--- src/rtl/randlog_pkg.sv ---
// Shared constants and FSM encoding for the randlog scheduler and related
// shared-resource blocks.
package randlog_pkg;

   localparam logic [15:0] SEED_DEFAULT = 16'hACE1;
   // LFSR stage + BRAM address register + result register
   localparam int          RNG_LATENCY  = 3;
   localparam int          SAMPLE_W     = 32;

   typedef logic [1:0] state_t;
   localparam state_t ST_SEEDING = 2'd0;
   localparam state_t ST_WARMUP  = 2'd1;
   localparam state_t ST_RUN     = 2'd2;

endpackage

--- src/rtl/rr_arbiter.sv ---
// Combinational round-robin pick: first eligible index at or above ptr,
// wrapping to the lowest eligible index when nothing sits above ptr.
module rr_arbiter #(
   parameter int N_REQ = 4,
   parameter int PW    = (N_REQ > 1) ? $clog2(N_REQ) : 1
) (
   input  logic [N_REQ-1:0] eligible,
   input  logic [PW-1:0]    ptr,
   output logic [PW-1:0]    winner,
   output logic             any_valid
);

   logic [N_REQ-1:0] upper_mask;
   logic [N_REQ-1:0] masked;
   logic [PW-1:0]    hi_idx;
   logic [PW-1:0]    lo_idx;

   generate
      for (genvar gi = 0; gi < N_REQ; gi++) begin : g_mask
         assign upper_mask[gi] = (PW'(gi) >= ptr);
      end
   endgenerate

   assign masked = eligible & upper_mask;

   // Descending scan leaves the lowest set index in each result.
   always_comb begin
      hi_idx = '0;
      lo_idx = '0;
      for (int i = N_REQ - 1; i >= 0; i--) begin
         if (masked[i])   hi_idx = PW'(i);
         if (eligible[i]) lo_idx = PW'(i);
      end
   end

   assign winner    = (|masked) ? hi_idx : lo_idx;
   assign any_valid = |eligible;

endmodule

--- src/rtl/randlog_sched.sv ---
// Seeds, warms up and then round-robins one randlog sample stream between
// N_REQ requesters, one grant per clock.
module randlog_sched #(
   parameter int          N_REQ        = 4,
   parameter int          RST_CYCLES   = 2,
   parameter int          WARMUP       = randlog_pkg::RNG_LATENCY,
   parameter logic [15:0] SEED_DEFAULT = randlog_pkg::SEED_DEFAULT
) (
   input  logic                            clk,
   input  logic                            rst,
   input  logic                            reseed,
   input  logic [15:0]                     seed_in,
   output logic                            rng_rst,
   output logic [15:0]                     rng_seed,
   input  logic [randlog_pkg::SAMPLE_W-1:0] rng_result,
   input  logic [N_REQ-1:0]                req,
   output logic [N_REQ-1:0]                ack,
   output logic [randlog_pkg::SAMPLE_W-1:0] sample,
   output logic                            ready,
   output logic [31:0]                     sample_count
);
   import randlog_pkg::*;

   localparam int PW     = (N_REQ > 1) ? $clog2(N_REQ) : 1;
   localparam int PH_MAX = (RST_CYCLES > WARMUP) ? RST_CYCLES : WARMUP;
   localparam int PH_W   = $clog2(PH_MAX + 1);

   state_t                state_reg;
   logic [PH_W-1:0]       phase_reg;
   logic [15:0]           seed_reg;
   logic [N_REQ-1:0]      ack_reg;
   logic [SAMPLE_W-1:0]   sample_reg;
   logic [PW-1:0]         ptr_reg;
   logic [31:0]           sample_count_reg;

   logic [N_REQ-1:0]      eligible;
   logic [PW-1:0]         winner;
   logic                  any_valid;
   logic [PW-1:0]         ptr_next;

   // A requester acked this cycle sits out one round so its req can drop.
   assign eligible = req & ~ack_reg;

   rr_arbiter #(.N_REQ(N_REQ), .PW(PW)) u_arb (
      .eligible  (eligible),
      .ptr       (ptr_reg),
      .winner    (winner),
      .any_valid (any_valid)
   );

   assign ptr_next = (winner == PW'(N_REQ - 1)) ? '0 : winner + PW'(1);

   always_ff @(posedge clk) begin
      if (rst) begin
         state_reg        <= ST_SEEDING;
         phase_reg        <= '0;
         seed_reg         <= SEED_DEFAULT;
         ack_reg          <= '0;
         sample_reg       <= '0;
         ptr_reg          <= '0;
         sample_count_reg <= '0;
      end else begin
         ack_reg <= '0;
         if (reseed) begin
            // A zero seed would lock the LFSR, so fall back to the default.
            state_reg <= ST_SEEDING;
            phase_reg <= '0;
            seed_reg  <= (seed_in == 16'h0000) ? SEED_DEFAULT : seed_in;
         end else begin
            case (state_reg)
               ST_SEEDING: begin
                  if (phase_reg == PH_W'(RST_CYCLES - 1)) begin
                     state_reg <= ST_WARMUP;
                     phase_reg <= '0;
                  end else begin
                     phase_reg <= phase_reg + PH_W'(1);
                  end
               end
               ST_WARMUP: begin
                  if (phase_reg == PH_W'(WARMUP - 1)) begin
                     state_reg <= ST_RUN;
                     phase_reg <= '0;
                  end else begin
                     phase_reg <= phase_reg + PH_W'(1);
                  end
               end
               ST_RUN: begin
                  if (any_valid) begin
                     ack_reg    <= N_REQ'(1) << winner;
                     sample_reg <= rng_result;
                     ptr_reg    <= ptr_next;
                     if (sample_count_reg != 32'hFFFF_FFFF)
                        sample_count_reg <= sample_count_reg + 32'd1;
                  end
               end
               default: begin
                  state_reg <= ST_SEEDING;
                  phase_reg <= '0;
               end
            endcase
         end
      end
   end

   assign rng_rst      = (state_reg == ST_SEEDING);
   assign rng_seed     = seed_reg;
   assign ready        = (state_reg == ST_RUN);
   assign ack          = ack_reg;
   assign sample       = sample_reg;
   assign sample_count = sample_count_reg;

endmodule
--- config.mk ---
export PLATFORM = sky130hd
export DESIGN_NAME = randlog_sched
export DESIGN_NICKNAME = d
export VERILOG_FILES = /design/src/rtl/randlog_pkg.sv /design/src/rtl/rr_arbiter.sv /design/src/rtl/randlog_sched.sv
export SDC_FILE = /design/constraint.sdc
export NUM_CORES = 1
export LEC_CHECK = 0
export ABC_AREA = 1
export BUFFER_PORTS_ARGS = -buffer_cell sky130_fd_sc_hd__buf_2
export CORE_MARGIN = 2
export CORE_UTILIZATION = 50
export DETAILED_ROUTE_END_ITERATION = 10
export MAX_ROUTING_LAYER = met4
export PLACE_DENSITY = 0.75
export SETUP_SLACK_MARGIN = 0.05
export SLEW_MARGIN = 20
export SYNTH_ARGS = -nofsm -noshare
export SYNTH_HDL_FRONTEND = slang
export SYNTH_SLANG_ARGS = --single-unit
--- constraint.sdc ---
create_clock -name clk -period 3.1 [get_ports clk]
set_clock_uncertainty 0.05 [all_clocks]
set_input_delay 0.31 -clock clk [delete_from_list [all_inputs] [get_ports clk]]
set_output_delay 0.31 -clock clk [all_outputs]
set_load 0.01 [all_outputs]
After elaboration in Yosys (flattened, before gate mapping)
Cells that the tools add are included.
W data, S select, Z words.
Storage, ports and cells
  logic and storage cells: 55
  bits of input ports: 55
  bits in registers: 90
  output and inout bits: 86
Operators by class
  add/sub/neg operators: 3
  eq/ne operators: 8
  reductions and logical operators: 9
  magnitude comparators: 4
  shifts and indexed selects: 1
  multiplexer cells: 17
  bitwise logic cells: 6
Operators by type and width (count)
  $add A32 B1 Y32 const B: 1
  $ne A32 B32 Y1 const B: 1
  $mux W2: 14
  $logic_not A16 Y1: 1
  $mux W16: 1
  $pmux W2 S3: 2
  $reduce_or A4 Y1: 3
  $and A4 B4 Y4: 2
  $eq A2 B2 Y1 const B: 3
  $reduce_and A3 Y1: 2
  $add A2 B1 Y2 const B: 2
  $eq A2 B1 Y1 const B: 2
  $ge A1 B2 Y1 const A: 2
  $ge A2 B2 Y1 const A: 2
  $not A4 Y4: 1
  $reduce_and A4 Y1: 1
  $shl A1 B2 Y4 const A: 1
  $not A1 Y1: 3
  $logic_not A2 Y1: 1
  $ne A2 B1 Y1 const B: 1
  $ne A2 B2 Y1 const B: 1
  $reduce_or A2 Y1: 1

Logic depth before layout (Yosys ltp)
  word-level depth: 10
  gate-level depth with buffers: 11
  gate-level depth less buffers: 10

Cells and area by module
Synthesis repeated with hierarchy kept, for this count alone.
Unflattened totals
  cells, all modules: 639
  area total of the unflattened synthesis: 4351.7 um^2
Modules (own cells, without submodules)
  randlog_sched: times used 1, sequential area each 1801.7 um^2, area each 4249.1 um^2, cells an instance 615
  rr_arbiter: times used 1, sequential area each 0.0 um^2, area each 102.6 um^2, cells an instance 24

Worst setup path before layout
OpenSTA, ideal clock, no wires.
  path type: flip-flop to flip-flop
  start: register sample_count_reg[0], in the netlist sample_count[0]
  end: register sample_count_reg[21], in the netlist sample_count[21]
  arrival: 1.564 ns
  required time: 2.910 ns
  path buffers: 1
  setup time: 0.140 ns
  slack: 1.346 ns
  stages on the path, launching flop included: 12
  period minus slack after synthesis: 1.754 ns
  cell sequence: dfxtp_1 -> ha_1 -> inv_2 -> nor2_8 -> nand2_2 -> inv_2 -> nand2_1 -> nor2_4 -> nor2_8 -> buf_6 -> nand2_1 -> a21oi_2
On the way
  cells in the longest elaborated chain, start to end: 2
  elaborated cells on any way between the ends: 3
  those cells by class: 1 x add/sub; 1 x eq/ne; 1 x reduce/logical
Ends and longest elaborated chain
  start, declared: line randlog_sched.sv:34  | logic [31:0] sample_count_reg;
  start signal, assigned: line randlog_sched.sv:93  | sample_count_reg <= sample_count_reg + 32'd1;
  branches (longest 2 deep; another with $add A32 B1 Y32)
Parallel ways; which one is timed is not known.
A chain may end at the register's enable or synchronous reset.

Final worst setup path
  start: register state_reg[1]
  end: register sample_count_reg[13], in the netlist sample_count[13]
On the way
  cells in the longest elaborated chain, start to end: 2
Ends and longest elaborated chain
  start, declared: line randlog_sched.sv:28  | state_t state_reg;
  start signal, assigned: line randlog_sched.sv:55  | state_reg <= ST_SEEDING;
  start signal, assigned: line randlog_sched.sv:66  | state_reg <= ST_SEEDING;
  start signal, assigned: line randlog_sched.sv:73  | state_reg <= ST_WARMUP;
  $eq A2 B2 Y1: line randlog_sched.sv:70  | case (state_reg)
  $reduce_and A4 Y1 (no line)
No other way between the ends.

==> results.md <==
- Syn. warnings: 0
- Net Count, Synth: between 700 and 800
- Critical path's slowest cell: nor2_8
- Fraction of the yosys area taken by sequential cells: 0.4032
- Rel. slew slack: 0.5506
- Fillers: roughly 800
- Final Cycle Share: 0.7363
- Crit path buf inv count: 2
- Seq cells post-synth: 90
- Status: finished clean
- Post-CTS sizing: 0
- Power per cell area: about 410 nW/um^2
- Internal power: ~1.6 mW
- Synth Cell Area: 4468 sq um
- Clock share of power: 0.401
- IO Port Bufs: 140
- Final hold vios: 0
- Top delay family on crit path: simple AND/OR/NAND/NOR gates
- Fin. max-slew vios: 0
- CTS Buffer Depth: 2
- Routed WL per cell: ~13 um
- Die area: 9708 sq um
- Leak: roughly 2.4 nW
- Reg-to-reg slack, setup: about 0.8 ns
- Vias in the first global route: 4426
- VDD IR max: between 0.2 and 0.3 mV
- Max incr delay on CP: around 0.55 ns
- Worst R2R End: sample_count[13]
- Hold WC Path Type: in2reg
- # setup viols final: 0
- Avg Cell Area, Syn: just under 7 sq um
- Area occupied by multi-input gates: 2322 sq um
- Clock slew at reported path FFs: roughly 0.10 ns
- Setup tns final: 0 ns
- Insertion delay to the later sink of the worst-skew pair: 0.37 ns
- Reg area: roughly 1800 sq um
- CTS tree: yes
- Die W: between 90 and 100 um
- Final core occ: 0.6234
- H-tree Lvls: 3
- Vias per cell: between 5 and 6
- Die height: around 99 um
- RR Startpoint: state_reg[1]
- Sequential share of power: 0.539
- Max-cap viol count: 0
- Comb power frac: 0.060
- Sw Pwr: 576.4 uW
- Worst Hold Launch: seed_in[12]
- Detailed-route via count: roughly 4700
- Antenna-violating nets left: 0
- Final nets: approximately 850
- CTS hold repair buffers: 0
- Arrival time at the worst endpoint: ~2.5 ns
- Gr usage total: 0.2601
- Cells after synthesis: approximately 660
- Io pins: around 140
- Slew @ Worst Pin: just under 0.7 ns
- Num Clock Sinks: 90
- Hold endpoint: rng_seed[12]
- Root buffer cell: clkbuf_8
- Total wire length: 12010 um
- Routability Congestion: ~0.88
- DRC: 0
- Fmax achieved: ~440 MHz
- First-pass GRT wire length: roughly 20000 um
- Core area: 8678 sq um
- CP Capture Type: flip-flop
- Number of library cell types mapped by synthesis: 32
- Critical path peak fanout: 50
- Crit path time final: roughly 2.3 ns
- Worst Hold Path Cells: 3
- Crit path cell chain: inv_2 > nor2_4 > nand2_2 > nor2_8 > inv_4 > nor2_8 > nand2_1 > a21oi_1
- Critical Path RT: roughly 3.4 ns
- Layout cell share with drive strength beyond 1: 0.2488
- Largest net degree at the start of global routing: just over 50
- Switching share of power: 0.2622
- Initial Utilization: 0.5149
- Worst setup SP type: flip-flop
- Cts bufs inserted: 9
- Area grow syn2layout: 21.09%
- Post-CTS Setup Inserts: 0
- Cell Rows: 34
- Top cell by count, worst path: nor2_8
- RSZ-0062 raised after global routing: false
- Worst reg2reg path depth: 8
- Setup Crit Path Kind: reg2reg
- Antenna violations before repair: 0
- Antenna diodes: 0
- Post-detail-place hpwl: just under 9000 um
- Gr ovfl total: 0
- Number of detailed-route iterations in the first pass: 5
- Drt initial violations: 233
[power by group through the flow]
stage	clock network, mW	registers [mW]	logic [mW]
after global routing	0.931	1.19	0.148
after CTS	0.890	1.18	0.133
final	0.881	1.18	0.133
after detailed placement	0	1.21	0.133
after floorplan	0	1.22	0.0568
after global placement	0	1.21	0.130
[Yosys cell counts (all sizes together)]
cell / n / area [sq um]
nand2: 185 / 745.7
nor2: 157 / 680.6
dfxtp: 90 / 1802
inv: 58 / 220.2
nand3: 43 / 227.7
o21ai: 40 / 200.2
a21oi: 33 / 206.5
buf: 10 / 86.33
clkbuf: 10 / 37.54
nand4: 8 / 50.05
xnor2: 6 / 52.55
xor2: 6 / 52.55
a31oi: 5 / 31.28
nor3: 3 / 15.01
and2: 2 / 12.51
nor4: 2 / 12.51
a211oi: 1 / 7.510
ha: 1 / 12.51
o211ai: 1 / 7.510
o21bai: 1 / 7.510
[layout make-up]
| cell class | count | area share |
|---|---|---|
| inverter | 58 | 0.04070 |
| clock inverter | 7 | 0.01688 |
| clock buffer | 9 | 0.02290 |
| multi-input combinational | 494 | 0.4292 |
| tap | 108 | 0.02498 |
| timing repair buffer | 142 | 0.1323 |
| sequential | 90 | 0.3330 |
[metrics by stage]
step	power, mW	setup slack (ns)	hold slack [ns]	instances	instance area (sq um)
5_1_grt	2.267	0.6126	0.09188	908	5410
6_report	2.198	0.8175	0.08926	908	5410
3_5_place_dp	1.343	0.8254	0.3834	892	5195
2_1_floorplan	1.275	1.346	0.3631	662	4468
4_1_cts	2.207	0.8078	0.08172	908	5410
3_3_place_gp	1.340	0.9072	0.3835	892	5195
[cell usage in the layout (no fill, tap or decap), types with 2 or more instances in the layout]
master	count
a31oi_1	5
xor2_1	6
nand3_1	42
buf_2	140
inv_6	3
nor2_4	5
nor2_2	2
and2_1	2
nor4_1	2
buf_4	2
inv_1	54
inv_2	3
clkbuf_8	9
nor2_1	147
a21oi_1	22
a21oi_2	11
nor2_8	3
nand2_1	170
dfxtp_1	90
nor3_1	3
nand2_2	14
nand4_1	8
o21ai_0	40
xnor2_1	6
[worst max-delay path by stage]
stage                    startpoint                to  slack, ns  depth (start not counted)
floorplan           sample_count[0]  sample_count[21]       1.35                         11
global placement       state_reg[1]  sample_count[25]       0.91                          8
detailed placement     state_reg[1]  sample_count[30]       0.83                          8
CTS                    state_reg[1]  sample_count[30]       0.81                          8
global route           state_reg[1]  sample_count[11]       0.61                          8
finish                 state_reg[1]  sample_count[13]       0.82                          8
[worst min-delay path, stage by stage]
cell and delay [ns]:
buf_2 0.09, nand2_1 0.05, nand2_1 0.04
[cell families after synthesis]
group	synth area share
buffers and inverters	0.07701
and+or+nand+nor	0.3904
xor gates and xnor gates	0.02352
AOI/OAI and AO/OA	0.1031
adders and majority gates	0.002800
DFF	0.4032
[per-layer routing]
layer	vias to the layer above	share of wire	track usage
li1	2352	-	-
met1	2103	0.43	0.3176
met2	175	0.48	0.4343
met3	20	0.077	0.05319
met4	0	0.021	0.08114
met5	-	0	-
Power figures use the tool's default switching activity.
